[src/rtl/rca_result_stage.sv]
// Result stage behind the ripple-carry adder: valid/ready capture into a DEPTH-entry FIFO, one-cycle latency, in_ready = !full (no bypass).
// Define RCA_SAT_EN to clamp signed overflow to the representable limit; overflow events are counted (saturating) in both builds.
module rca_result_stage #(
    parameter int WIDTH = 8,
    parameter int DEPTH = 2,
    parameter int CNT_W = 8
) (
    input  logic             clk,
    input  logic             rst,
    input  logic             in_valid,
    output logic             in_ready,
    input  logic [WIDTH-1:0] in_sum,
    input  logic             in_cout,
    input  logic             in_overflow,
    output logic             out_valid,
    input  logic             out_ready,
    output logic [WIDTH-1:0] out_data,
    output logic             out_cout,
    output logic             out_sat,
    input  logic             ovf_clr,
    output logic [CNT_W-1:0] ovf_count
);
    localparam int AW = $clog2(DEPTH);
    localparam int EW = WIDTH + 2;
    localparam logic [AW:0]      PTR_ONE = {{AW{1'b0}}, 1'b1};
    localparam logic [CNT_W-1:0] CNT_ONE = {{(CNT_W-1){1'b0}}, 1'b1};
    localparam logic [CNT_W-1:0] CNT_MAX = '1;

    logic [EW-1:0]    mem_q [DEPTH];
    logic [AW:0]      wr_ptr_q, wr_ptr_d;
    logic [AW:0]      rd_ptr_q, rd_ptr_d;
    logic [CNT_W-1:0] ovf_cnt_q, ovf_cnt_d;
    logic             full, empty, push, pop;
    logic [WIDTH-1:0] store_data;
    logic             store_sat;
    logic [EW-1:0]    head;

    // Extra wrap bit distinguishes full from empty when the indices match.
    assign empty = (wr_ptr_q == rd_ptr_q);
    assign full  = (wr_ptr_q[AW-1:0] == rd_ptr_q[AW-1:0]) && (wr_ptr_q[AW] != rd_ptr_q[AW]);

    assign in_ready  = !full;
    assign out_valid = !empty;
    assign push      = in_valid && !full;
    assign pop       = out_ready && !empty;

`ifdef RCA_SAT_EN
    // A negative-looking sum on overflow means the true result was too large.
    always_comb begin
        store_data = in_sum;
        store_sat  = 1'b0;
        if (in_overflow) begin
            store_sat  = 1'b1;
            store_data = in_sum[WIDTH-1] ? {1'b0, {(WIDTH-1){1'b1}}}
                                         : {1'b1, {(WIDTH-1){1'b0}}};
        end
    end
`else
    assign store_data = in_sum;
    assign store_sat  = 1'b0;
`endif

    always_comb begin
        wr_ptr_d  = push ? wr_ptr_q + PTR_ONE : wr_ptr_q;
        rd_ptr_d  = pop  ? rd_ptr_q + PTR_ONE : rd_ptr_q;
        ovf_cnt_d = ovf_cnt_q;
        if (ovf_clr) begin
            ovf_cnt_d = (push && in_overflow) ? CNT_ONE : '0;
        end else if (push && in_overflow && (ovf_cnt_q != CNT_MAX)) begin
            ovf_cnt_d = ovf_cnt_q + CNT_ONE;
        end
    end

    always_ff @(posedge clk) begin
        if (rst) begin
            wr_ptr_q  <= '0;
            rd_ptr_q  <= '0;
            ovf_cnt_q <= '0;
        end else begin
            wr_ptr_q  <= wr_ptr_d;
            rd_ptr_q  <= rd_ptr_d;
            ovf_cnt_q <= ovf_cnt_d;
        end
    end

    // Storage needs no reset: outputs are gated by empty.
    always_ff @(posedge clk) begin
        if (push) begin
            mem_q[wr_ptr_q[AW-1:0]] <= {store_sat, in_cout, store_data};
        end
    end

    assign head      = mem_q[rd_ptr_q[AW-1:0]];
    assign out_data  = empty ? '0   : head[WIDTH-1:0];
    assign out_cout  = empty ? 1'b0 : head[WIDTH];
    assign out_sat   = empty ? 1'b0 : head[WIDTH+1];
    assign ovf_count = ovf_cnt_q;

endmodule

[config.mk]
export PLATFORM = sky130hd
export DESIGN_NAME = rca_result_stage
export DESIGN_NICKNAME = d
export VERILOG_FILES = /design/src/rtl/rca_result_stage.sv
export SDC_FILE = /design/constraint.sdc
export NUM_CORES = 1
export LEC_CHECK = 0
export ABC_AREA = 1
export BUFFER_PORTS_ARGS = -buffer_cell sky130_fd_sc_hd__buf_2
export CAP_MARGIN = 20
export CORE_AREA = 4 4 54 65
export DETAILED_ROUTE_END_ITERATION = 6
export DIE_AREA = 0 0 58 69
export GPL_ROUTABILITY_DRIVEN = 0
export GPL_TIMING_DRIVEN = 0
export PLACE_DENSITY = 0.75
export SLEW_MARGIN = 5
export SYNTH_ARGS = -nofsm -noshare
export SYNTH_HDL_FRONTEND = slang
export SYNTH_SLANG_ARGS = --single-unit
[constraint.sdc]
create_clock -name clk -period 2.2 [get_ports clk]
set_clock_uncertainty 0.2 [all_clocks]
set_input_delay 0.22 -clock clk [delete_from_list [all_inputs] [get_ports clk]]
set_output_delay 0.22 -clock clk [all_outputs]
set_load 0.02 [all_outputs]
==> Yosys cells after proc, flatten, opt, wreduce, memory -nomap -nowiden <==
Memory sizes are Yosys's and may differ from the RTL's. A register that Yosys moved wholly into a read port is not among the register bits.
Index checks and enable logic that the tools add are counted.
{ "classes": {"n_mux": 10, "add_sub_neg": 3, "n_eq_ne": 4, "reduce_logical": 8} }
{ "op_table": {"columns": ["operator", "n"], "rows": [
  ["$mux W8", 3],
  ["$add A8 B1 Y8 const B", 1],
  ["$ne A8 B8 Y1 const B", 1],
  ["$mux W1", 7],
  ["$logic_and A1 B1 Y1", 5],
  ["$add A2 B1 Y2 const B", 2],
  ["$eq A2 B2 Y1", 1],
  ["$logic_not A1 Y1", 2],
  ["$reduce_bool A2 Y1", 1],
  ["$eq A1 B1 Y1", 1],
  ["$ne A1 B1 Y1", 1]
]} }
{ "totals": {"mem_count": 1, "mem_bits_rw": 18, "word_cells": 29, "register_bits": 12} }
{ "memory_table": {"columns": ["memory", "depth", "word_bits", "rd", "rd_ports_with_merged_regs", "wr", "line_no", "source"], "rows": [
  ["mem_q", 2, 9, 1, 1, 1, "29", "logic [EW-1:0] mem_q [DEPTH];"]
]} }

==> Longest topological paths before layout <==
Gate-level depths: netlist (run 1).
{ "logic_depth": {"depth_word": 8, "depth_mapped": 9, "ltp_nobuf": 9} }

==> Worst setup path before layout (run 1) <==
OpenSTA, ideal clock, no wires.
{ "synth_path": {"path_kind": "register -> register", "start": "register rd_ptr_q[0]", "end": "memory mem_q[0][0] (netlist bit) (enable)", "path_stages_with_launch": 7, "slack_ns": 0.426, "required_time_ns": 1.626, "arrival_time_ns": 1.200, "setup_time_ns": 0.374, "path_cell_list": "dfxtp_1 inv_2 nand2_2 nand2_2 nand2_4 nand2_2 nor2_1"} }
{ "synth_via": {"elab_chain_cells": 6} }
{ "synth_rtl": {"columns": ["element", "line_no", "source"], "rows": [
  ["start: declaration", "31", "logic [AW:0] rd_ptr_q, rd_ptr_d;"],
  ["start signal: assignment", "81", "rd_ptr_q <= rd_ptr_d;"],
  ["$eq A1 B1 Y1", "40", "assign full = (wr_ptr_q[AW-1:0] == rd_ptr_q[AW-1:0]) && (wr_ptr_q[AW] != rd_ptr_q[AW]);"],
  ["$logic_and A1 B1 Y1", "40", null],
  ["$logic_not A1 Y1", null, null],
  ["via in_ready", "11", "output logic in_ready,"],
  ["$logic_and A1 B1 Y1", "44", "assign push = in_valid && !full;"],
  ["$mux W1", "88", "if (push) begin"],
  ["$mux W1 (implied by the code)", "89", "mem_q[wr_ptr_q[AW-1:0]] <= {store_sat, in_cout, store_data};"],
  ["end: declaration", "29", null]
]} }
The timed path passes the listed nets, and every way through them passes these cells.

==> Worst setup path after layout (run 1) <==
{ "layout_path": {"start": "register rd_ptr_q[0]", "end": "memory mem_q[0][2] (netlist bit) (enable)"} }
{ "layout_via": {"elab_chain_cells": 6} }
{ "layout_rtl": {"columns": ["element", "line_no"], "rows": [
  ["$eq A1 B1 Y1", "40"],
  ["$logic_and A1 B1 Y1", "40"],
  ["$logic_not A1 Y1", "44"],
  ["$logic_and A1 B1 Y1", "44"],
  ["$mux W1", "88"],
  ["$mux W1 (implied by the code)", "89"]
]} }
No other way between the ends.

==> out/results.ini, run 1 <==
[floorplan]
num_rows = 21
coreArea_um2 = 2840
dieHeight_um = 69
dieArea_um2 = 4000
start_util_pct = 50.7
num_io_pins = 35
die_w_um = 58

[global_route]
grt_start_max_net_pins = 12
track_usage_pct = 18.0
overflow = 0
grt_pass1_vias = 1210
antenna_found_initial = 0
grt_pass1_wl_um = 5360

[routing]
totalWireLength_um = 3160
first_iter_violations = 37
ant_nets = 0
vias = 1215
viasPerCell = 4.96
drc = 0
dr.pass1.iters = 4
wl_per_cell_um = 12.9

[cts]
clockBufferDepth = 2
insertion_delay_ns = 0.32
clock_sinks = 31
h-tree-depth = 2
cts.clk_slew.worst_paths_ns = 0.09
cts_buffers = 5
cts_tree = built
postCtsSetupBuffers = 0
cts_root_buf = clkbuf_4

[timing]
whs_ns = 0.0458
min_period_ns = 2.00
slew_headroom_pct = 47.3
setup_viol = 0
max_slew.worst_pin.slew_ns = 0.787
period_share_pct = 91.1
fin_setup_tns_ns = 0
drv_slew = 0
rsz0062_at_grt = no
finalHoldViolCount = 0
fmax_ghz = 0.499

[setup_path]
regToRegEndpoint = mem_q[0][2]$_DFFE_PP_
path_delay_family = simple AND/OR/NAND/NOR gates
cp_slowest_stage_delay_ns = 0.61
path_buf_inv = 1
rr_startpoint = rd_ptr_q[0]$_SDFFE_PP0P_
path_max_fanout = 9
worst_path_most_repeated_cell = nand2_2
startpoint_type = flip-flop
cp_cell_sequence = inv_2, nand2_2, nand2_2, nand2_4, nand2_2, nor2_1
crit_path_top_delay_cell = nor2_1
r2r_slack_ns = 0.20
critPathKind = flip-flop to flip-flop
worst_setup_path_end_kind = flip-flop
reg2regPathDepth = 6
cp_data_arrival_time_ns = 1.76
worst_ep_required_time_ns = 1.96

[layout]
diodes = 0
stdcell_area_um2 = 1810
drive_gt1_share_pct = 28.9
area_growth_syn_to_layout_pct = 25.5
fin_nets = 226

[logic_synthesis]
synth-edff-count = 18
netlist_area_um2 = 1440
synth_ff_type = edfxtp_1
syn_inst = 159
ys_warn_count = 0
syn_area_per_cell_um2 = 9.06
ys_types = 29
ys_seq_area_share_pct = 55.6
syn-num-nets = 175
synth-seq-cells = 31
synthArstFlopShare_pct = 0

[pwr]
power_density_nw_per_um2 = 711
total_power_mw = 1.28
p_leak_nw = 0.770
peakVddDrop_mv = 0.411

[min_path]
hold_class = input port to flip-flop
hold_path_end = ovf_count[3]$_SDFFE_PP0P_
worstHoldStart = ovf_clr
worstHoldPathCells = 4

[placed_design]
post_dp_cell_area_um2 = 1650
io_buffers = 33
hpwlAfterDp_um = 2340

[status]
status = completed

[job]
cap_violations = 0

cell usage in the layout, fill, tap and decap left out, types with 10 or more instances in the layout:
cell	netlist	final
a21oi_1	20	20
buf_2	0	33
dfxtp_1	13	13
dlygate4sd3_1	0	11
edfxtp_1	18	18
inv_1	13	13
nand2_1	48	48
nor2_1	10	10
cell usage after synthesis (2+ instances only):
library cell / number / area [µm²]
a21oi_1: 20 / 100
dfxtp_1: 13 / 260
edfxtp_1: 18 / 541
inv_1: 13 / 48.8
inv_2: 3 / 11.3
nand2_1: 48 / 180
nand2_2: 5 / 31.3
nand2_4: 2 / 22.5
nand3_1: 5 / 25.0
nand3_2: 2 / 20.0
nor2_1: 10 / 37.5
nor3_1: 2 / 10.0
xor2_1: 2 / 17.5
power by group:
part | internal (mW) | switching, mW | total [mW]
logic | 0.104 | 0.208 | 0.311
registers | 0.655 | 0.0165 | 0.671
clock network | 0.120 | 0.182 | 0.302
total | 0.878 | 0.406 | 1.28
sequential cells by signal, indices dropped and copies added, names as in the netlist, named ones only:
| register | flops |
|---|---|
| rd_ptr_q | 2 |
| wr_ptr_q | 2 |
| mem_q | 18 |
| ovf_count | 8 |
per-layer routing:
metal,up-vias,track usage (%),routed length (µm)
met4,0,7.22,21
li1,618,-,-
met5,-,0,0
met2,39,31.4,1670
met3,2,6.72,205
met1,556,19.0,1270
worst register-to-register path: stages, from the launching register on:
cell and delay (ns):
dfxtp_1 0.40, inv_2 0.09, nand2_2 0.10, nand2_2 0.07
nand2_4 0.10, nand2_2 0.07, nor2_1 0.61
metrics by stage:
| step | setup slack [ns] | util, % | instances |
|---|---|---|---|
| after detailed placement | 0.215 | 58.1 | 226 |
| after global placement | 0.244 | 58.1 | 226 |
| after global routing | 0.0987 | 63.7 | 245 |
| after floorplan | 0.426 | - | 159 |
| final | 0.196 | 63.7 | 245 |
| after CTS | 0.0320 | 63.7 | 245 |
worst max path at each step:
| stage | from | to | slack [ns] | cells after the start |
|---|---|---|---|---|
| floorplan | rd_ptr_q[0]$_SDFFE_PP0P_ | mem_q[0][0]$_DFFE_PP_ | 0.43 | 6 |
| global placement | rd_ptr_q[0]$_SDFFE_PP0P_ | mem_q[0][1]$_DFFE_PP_ | 0.24 | 6 |
| detailed placement | rd_ptr_q[0]$_SDFFE_PP0P_ | mem_q[0][6]$_DFFE_PP_ | 0.21 | 6 |
| CTS | flip-flop | out_data[6] | 0.03 | 5 |
| global route | flip-flop | out_cout | 0.1 | 5 |
| finish | rd_ptr_q[0]$_SDFFE_PP0P_ | mem_q[0][2]$_DFFE_PP_ | 0.20 | 6 |
cell type report:
| class | count | area (µm²) |
|---|---|---|
| fill | 248 | 1030 |
| sequential | 31 | 801 |
| multi-input combinational | 108 | 558 |
| timing repair buffer | 44 | 275 |
| inverter | 18 | 70.1 |
| tap | 34 | 42.5 |
| clock buffer | 6 | 41.3 |
| buffer | 2 | 11.3 |
| clock inverter | 2 | 8.76 |
repair_timing:
action | 4_1_cts | 5_1_grt
hold endpoints to repair | 23 | 0
hold buffers | 11 | 0
setup endpoints to repair | 0 | 9
gates resized for setup | 0 | 1
cells by family (layout without fill, tap and decap cells):
group	Yosys count	after routing	share of synthesized area, %
and+or+nand+nor	79	79	26.2
AOI/OAI and AO/OA	25	25	10.2
other	1	1	0.260
DFF	31	31	55.6
xor gates and xnor gates	2	2	1.22
adders and majority gates	1	1	0.869
buffers and inverters	20	72	5.65
No activity file was read; power rests on OpenSTA's default activity.
==> inputs of run 2 (changes only) <==
--- a/config.mk
+++ b/config.mk
@@ -14,6 +14,7 @@
 export GPL_ROUTABILITY_DRIVEN = 0
 export GPL_TIMING_DRIVEN = 0
 export PLACE_DENSITY = 0.75
+export REMOVE_ABC_BUFFERS = 1
 export SLEW_MARGIN = 5
 export SYNTH_ARGS = -nofsm -noshare
 export SYNTH_HDL_FRONTEND = slang
==> run 2 against run 1 <==
Combinational power shrank 3%. Sequential power grew 1%. Clock-buffer cell count is the same. Via count grew 1.3%. Sequential share of layout area is essentially flat. Cell area is essentially flat. Non-clock buffer count shrank 1. Setup slack lost 0.030 ns. Register-to-register slack lost 0.03 ns. Global-route usage shrank 1.5 points. Critical path type unchanged. Largest cell class unchanged. Largest power group unchanged.
==> out/results.ini, run 2 (synthesis gave the netlist of run 1 again) <==
[status]
status = completed

[cts]
clockBufferDepth = 2  ; unchanged
cts_resized = 0  ; unchanged
h-tree-depth = 2  ; unchanged
insertion_delay_ns = 0.32  ; about the same
cts_root_buf = clkbuf_4
clock_sinks = 31  ; unchanged
postCtsSetupBuffers = 0  ; unchanged
cts_tree = built
cts.clk_slew.worst_paths_ns = 0.08  ; about the same
cts_buffers = 5  ; unchanged
hold_buffers = 12  ; +1

[layout]
area_growth_syn_to_layout_pct = 25.5  ; about the same
drive_gt1_share_pct = 28.1  ; -0.81 points
multi_input_area_um2 = 558  ; unchanged
diodes = 0  ; unchanged
final_common_cell = nand2_1
fin_nets = 225  ; -0.44%
largest_reg_flops = 18  ; unchanged
seqCellArea_um2 = 801  ; unchanged
fill_cells = 257  ; +3.6%
final_cell_mix = 48 x nand2_1, 33 x buf_2, 20 x a21oi_1

[routing]
totalWireLength_um = 3020  ; -4.3%
wl_per_cell_um = 12.4  ; -3.9%
drc = 0  ; unchanged
first_iter_violations = 61  ; +65%
vias = 1231  ; +1.3%
viasPerCell = 5.05  ; +1.7%
dr.pass1.iters = 4  ; unchanged
ant_nets = 0  ; unchanged

[placed_design]
hpwlAfterDp_um = 2180  ; -6.8%
io_buffers = 33  ; unchanged

[setup_path]
startpoint_type = flip-flop
crit_path_top_delay_cell = dlygate4sd3_1
path_max_fanout = 10  ; +1
critPathKind = flip-flop to flip-flop
path_buf_inv = 3  ; +2
cp_cell_sequence = inv_2, nand2_1, nand2_2, a21oi_4, inv_4, nand2_4, nand2_1, a21oi_2, dlygate4sd3_1
worst_ep_required_time_ns = 2.26  ; +0.30 ns
worst_path_most_repeated_cell = nand2_1
path_delay_family = buffers and inverters
cp_slowest_stage_delay_ns = 0.55  ; -0.06 ns
worst_setup_path_end_kind = flip-flop
cp_data_arrival_time_ns = 2.09  ; +0.33 ns

[pwr]
power_density_nw_per_um2 = 706  ; -0.60%
peakVddDrop_mv = 0.448  ; +9.1%
total_power_mw = 1.28  ; -0.67%
p_leak_nw = 0.769  ; -0.13%

[floorplan]
dieArea_um2 = 4000  ; unchanged
dieHeight_um = 69  ; unchanged
num_rows = 21  ; unchanged
coreArea_um2 = 2840  ; unchanged
num_io_pins = 35  ; unchanged
die_w_um = 58  ; unchanged
start_util_pct = 50.7  ; unchanged

[timing]
min_period_ns = 2.03  ; +0.0297 ns
whs_ns = 0.0355  ; -0.0102 ns
rsz0062_at_grt = no
period_share_pct = 92.5  ; +1.3 points
drv_slew = 0  ; unchanged
slew_headroom_pct = 52.0  ; +4.7 points
fin_setup_tns_ns = 0  ; unchanged
fmax_ghz = 0.492  ; -1.5%
finalHoldViolCount = 0  ; unchanged
max_slew.worst_pin.slew_ns = 0.717  ; -0.0706 ns
setup_viol = 0  ; unchanged

[job]
cap_violations = 0  ; unchanged

[global_route]
grt_start_max_net_pins = 12  ; unchanged
grt_pass1_wl_um = 5040  ; -5.9%
overflow = 0  ; unchanged
grt_pass1_vias = 1174  ; -3.0%
track_usage_pct = 16.5  ; -1.5 points
antenna_found_initial = 0  ; unchanged

[min_path]
hold_class = input port to flip-flop

## run 2: changes by cell type in the layout (fill, tap and decap cells not counted)
| cell | previous run | this run |
|---|---|---|
| buf_4 | 1 | 0 |
| inv_2 | 4 | 3 |
| clkbuf_1 | 2 | 1 |
| clkinv_1 | 1 | 2 |
| dlygate4sd3_1 | 11 | 12 |
## run 2: worst register-to-register path, stage by stage, from the launching register on
cell and delay, ns:
dfxtp_1 0.40, inv_2 0.04, nand2_1 0.07, nand2_2 0.09
a21oi_4 0.32, inv_4 0.07, nand2_4 0.08, nand2_1 0.06
a21oi_2 0.10, dlygate4sd3_1 0.55
## run 2: metal layers
layer | GRT usage (%) | share of wire [%]
met3 | 4.66 | 6.5
met1 | 17.8 | 40
met5 | 0 | 0
met2 | 28.8 | 51
met4 | 7.73 | 2.6
## run 2: path summary, 6_finish.rpt
kind,slack [ns],depth (start not counted),start,endpoint
setup reg to reg,0.17,9,rd_ptr_q[1]$_SDFFE_PP0P_,rd_ptr_q[1]$_SDFFE_PP0P_
setup / recovery,0.17,9,rd_ptr_q[1]$_SDFFE_PP0P_,rd_ptr_q[1]$_SDFFE_PP0P_
hold reg to reg,0.28,2,ovf_count[4]$_SDFFE_PP0P_,ovf_count[4]$_SDFFE_PP0P_
hold / removal,0.04,4,ovf_clr,ovf_count[3]$_SDFFE_PP0P_
## run 2: layout make-up
class / instances / share of cell area [%]
multi-input combinational: 108 / 30.9
tap: 34 / 2.35
timing repair buffer: 45 / 15.8
sequential: 31 / 44.3
clock buffer: 6 / 2.29
clock inverter: 2 / 0.485
inverter: 18 / 3.88
## run 2: metrics by stage
| stage | setup slack [ns] | instance area, µm² | util, % | instances |
|---|---|---|---|---|
| 2_1_floorplan | 0.426 | 1430 | - | 157 |
| 4_1_cts | 0.148 | 1810 | 63.7 | 244 |
| 3_3_place_gp | 0.231 | 1640 | 57.7 | 224 |
| 6_report | 0.166 | 1810 | 63.7 | 244 |
| 3_5_place_dp | 0.211 | 1640 | 57.7 | 224 |
| 5_1_grt | 0.0114 | 1810 | 63.7 | 244 |
## run 2: report_power, final
part           internal [mW]  total, mW  leakage [nW]  switching [mW]
registers              0.655      0.678         0.274          0.0230
clock network          0.120      0.297        0.0297           0.177
logic                  0.103      0.302         0.465           0.199
total                  0.877       1.28         0.769           0.399
==> inputs of run 3 (changes only) <==
==> constraint.sdc (replaced) <==
create_clock -name clk -period 1.9 [get_ports clk]
set_clock_uncertainty 0.2 [all_clocks]
set_input_delay 0.19 -clock clk [delete_from_list [all_inputs] [get_ports clk]]
set_output_delay 0.19 -clock clk [all_outputs]
set_load 0.02 [all_outputs]
==> run 3 against run 2 <==
Worst hold slack improved by 0.0055 ns. Global-route usage increased by 0.19 points. Via count about the same. Register-to-register slack about the same. Clock power increased by 16%. Sequential share of layout area decreased by 0.66 points. Largest cell class unchanged. Critical path type is now flip-flop to primary output. Non-clock buffer count increased by 1.
==> out/results.ini, run 3 (synthesis gave the netlist of run 1 again) <==
[layout]
final_cell_mix = 48 x nand2_1, 31 x buf_2, 20 x a21oi_1
layout.cells.non_filler = 245  ; +0.41%
largest_reg_flops = 18  ; unchanged
stdcell_area_um2 = 1850  ; +2.1%
diodes = 0  ; unchanged
area_growth_syn_to_layout_pct = 28.1
fin_nets = 226  ; +0.44%
utilization_pct = 65.0  ; +1.4 points
drive_gt1_share_pct = 31.8  ; +3.7 points
final_common_cell = nand2_1

[global_route]
grt_pass1_wl_um = 5100  ; +1.1%
grt_pass1_vias = 1190  ; +1.4%
track_usage_pct = 16.7  ; +0.19 points
overflow = 0  ; unchanged
antenna_found_initial = 0  ; unchanged
grt_start_max_net_pins = 12  ; unchanged

[floorplan]
num_rows = 21  ; unchanged
start_util_pct = 50.7  ; unchanged
dieHeight_um = 69  ; unchanged
num_io_pins = 35  ; unchanged
coreArea_um2 = 2840  ; unchanged
dieArea_um2 = 4000  ; unchanged
die_w_um = 58  ; unchanged

[setup_path]
worst_ep_required_time_ns = 1.51  ; -0.75 ns
path_max_fanout = 10  ; unchanged
cp_slowest_stage_delay_ns = 0.33  ; -0.22 ns
cp_data_arrival_time_ns = 1.39  ; -0.70 ns
r2r_slack_ns = 0.17  ; about the same
rr_startpoint = rd_ptr_q[0]$_SDFFE_PP0P_
crit_path_top_delay_cell = dfxtp_1
worst_setup_path_end_kind = primary output
startpoint_type = flip-flop
reg2regPathDepth = 6  ; -3
critPathKind = flip-flop to primary output
regToRegEndpoint = mem_q[0][6]$_DFFE_PP_
cp_cell_sequence = inv_1, nand2_1, nand2_2, a21oi_4, buf_12, a21oi_1, buf_2

[job]
cap_violations = 0  ; unchanged

[min_path]
worstHoldStart = in_valid
hold_path_end = wr_ptr_q[0]$_SDFFE_PP0N_
hold_class = input port to flip-flop
worstHoldPathCells = 3  ; -1

[placed_design]
post_dp_cell_area_um2 = 1640  ; unchanged
io_buffers = 33  ; unchanged
place_inst = 224  ; unchanged
hpwlAfterDp_um = 2180  ; unchanged

[timing]
period_share_pct = 93.6
min_period_ns = 1.78
setup_viol = 0  ; unchanged
drv_slew = 0  ; unchanged
fin_setup_tns_ns = 0  ; unchanged
rsz0062_at_grt = no
finalHoldViolCount = 0  ; unchanged
fmax_ghz = 0.562

[cts]
cts_tree = built
cts_buffers = 5  ; unchanged
cts.clk_slew.worst_paths_ns = 0.09  ; about the same
cts_root_buf = clkbuf_4
clock_sinks = 31  ; unchanged
h-tree-depth = 2  ; unchanged
clockBufferDepth = 2  ; unchanged
insertion_delay_ns = 0.32  ; about the same

[pwr]
peakVddDrop_mv = 0.526  ; +17%
p_clk_share_pct = 22.7  ; -0.6 points
p_switching_uw = 473  ; +19%
p_leak_nw = 0.779  ; +1.3%
swShare_pct = 31.1  ; -0.11 points
power_frac_seq_pct = 51.9  ; -1.2 points
power_density_nw_per_um2 = 823  ; +16%
intPower_mw = 1.05  ; +19%
total_power_mw = 1.52  ; +19%
p_comb_share_pct = 25.4  ; +1.8 points

[routing]
drc = 0  ; unchanged
dr.pass1.iters = 4  ; unchanged
viasPerCell = 5.02  ; -0.49%
vias = 1230  ; -0.081%
ant_nets = 0  ; unchanged
totalWireLength_um = 3050  ; +0.86%
wl_per_cell_um = 12.4  ; +0.45%
first_iter_violations = 51  ; -16%

[status]
status = completed

## run 3: changes by cell type in the layout (fill, tap and decap cells not counted), moves of 2 or more
cell / change
dfxtp_2: +4
dfxtp_1: -4
buf_4: +2
buf_2: -2
## run 3: metal layers
| metal | GRT usage (%) | wire length [µm] |
|---|---|---|
| met2 | 29.6 | 1580 |
| met5 | 0 | 0 |
| met1 | 17.5 | 1210 |
| met4 | 7.73 | 57 |
| met3 | 4.66 | 196 |
## run 3: what timing repair did
| item | 4_1_cts | 5_1_grt |
|---|---|---|
| buffers inserted | 1 | 0 |
| setup endpoints to repair | 19 | 18 |
| gates cloned | 0 | 0 |
| hold endpoints to repair | 23 | 0 |
| gates resized for setup | 3 | 7 |
| hold buffers | 12 | 0 |
## run 3: how the worst max path moves through the flow
| stage | startpoint | end | slack, ns | cells after the start |
|---|---|---|---|---|
| final | wr_ptr_q[1]$_SDFFE_PP0N_ | out_cout | 0.12 | 7 |
| after global routing | wr_ptr_q[1]$_SDFFE_PP0N_ | out_data[0] | 0.01 | 7 |
| after floorplan | rd_ptr_q[0]$_SDFFE_PP0P_ | mem_q[0][0]$_DFFE_PP_ | 0.13 | 6 |
| after CTS | flip-flop | out_data[2] | 0.06 | 4 |
| after detailed placement | rd_ptr_q[0]$_SDFFE_PP0P_ | mem_q[0][1]$_DFFE_PP_ | -0.09 | 6 |
| after global placement | rd_ptr_q[0]$_SDFFE_PP0P_ | mem_q[0][1]$_DFFE_PP_ | -0.07 | 6 |
## run 3: power groups by stage
stage	clock, mW	sequential, mW	combinational, mW
after floorplan	0	0.796	0.226
after global placement	0	0.798	0.323
after detailed placement	0	0.801	0.333
after CTS	0.361	0.786	0.383
after global routing	0.394	0.794	0.423
final	0.345	0.788	0.385
## run 3: worst max-delay path, delay by kind of cell (launching register included)
family | cells | cell delay (ns)
AO/OA/AOI/OAI | 2 | 0.18
buffers and inverters | 3 | 0.40
flip-flops | 1 | 0.33
AND/OR/NAND/NOR | 2 | 0.17
## run 3: area by class of cell
| type | count | area [µm²] |
|---|---|---|
| timing repair buffer | 46 | 310 |
| clock inverter | 2 | 8.76 |
| tap | 34 | 42.5 |
| inverter | 18 | 71.3 |
| clock buffer | 6 | 41.3 |
| fill | 249 | 992 |
| multi-input combinational | 108 | 566 |
| sequential | 31 | 806 |
## run 3: per-stage QoR
| stage | setup slack [ns] | hold WS, ns |
|---|---|---|
| floorplan | 0.126 | 0.0524 |
| global placement | -0.0690 | 0.180 |
| detailed placement | -0.0891 | 0.189 |
| CTS | 0.0581 | 0.0317 |
| global route | 0.0105 | 0.0367 |
| finish | 0.121 | 0.0411 |
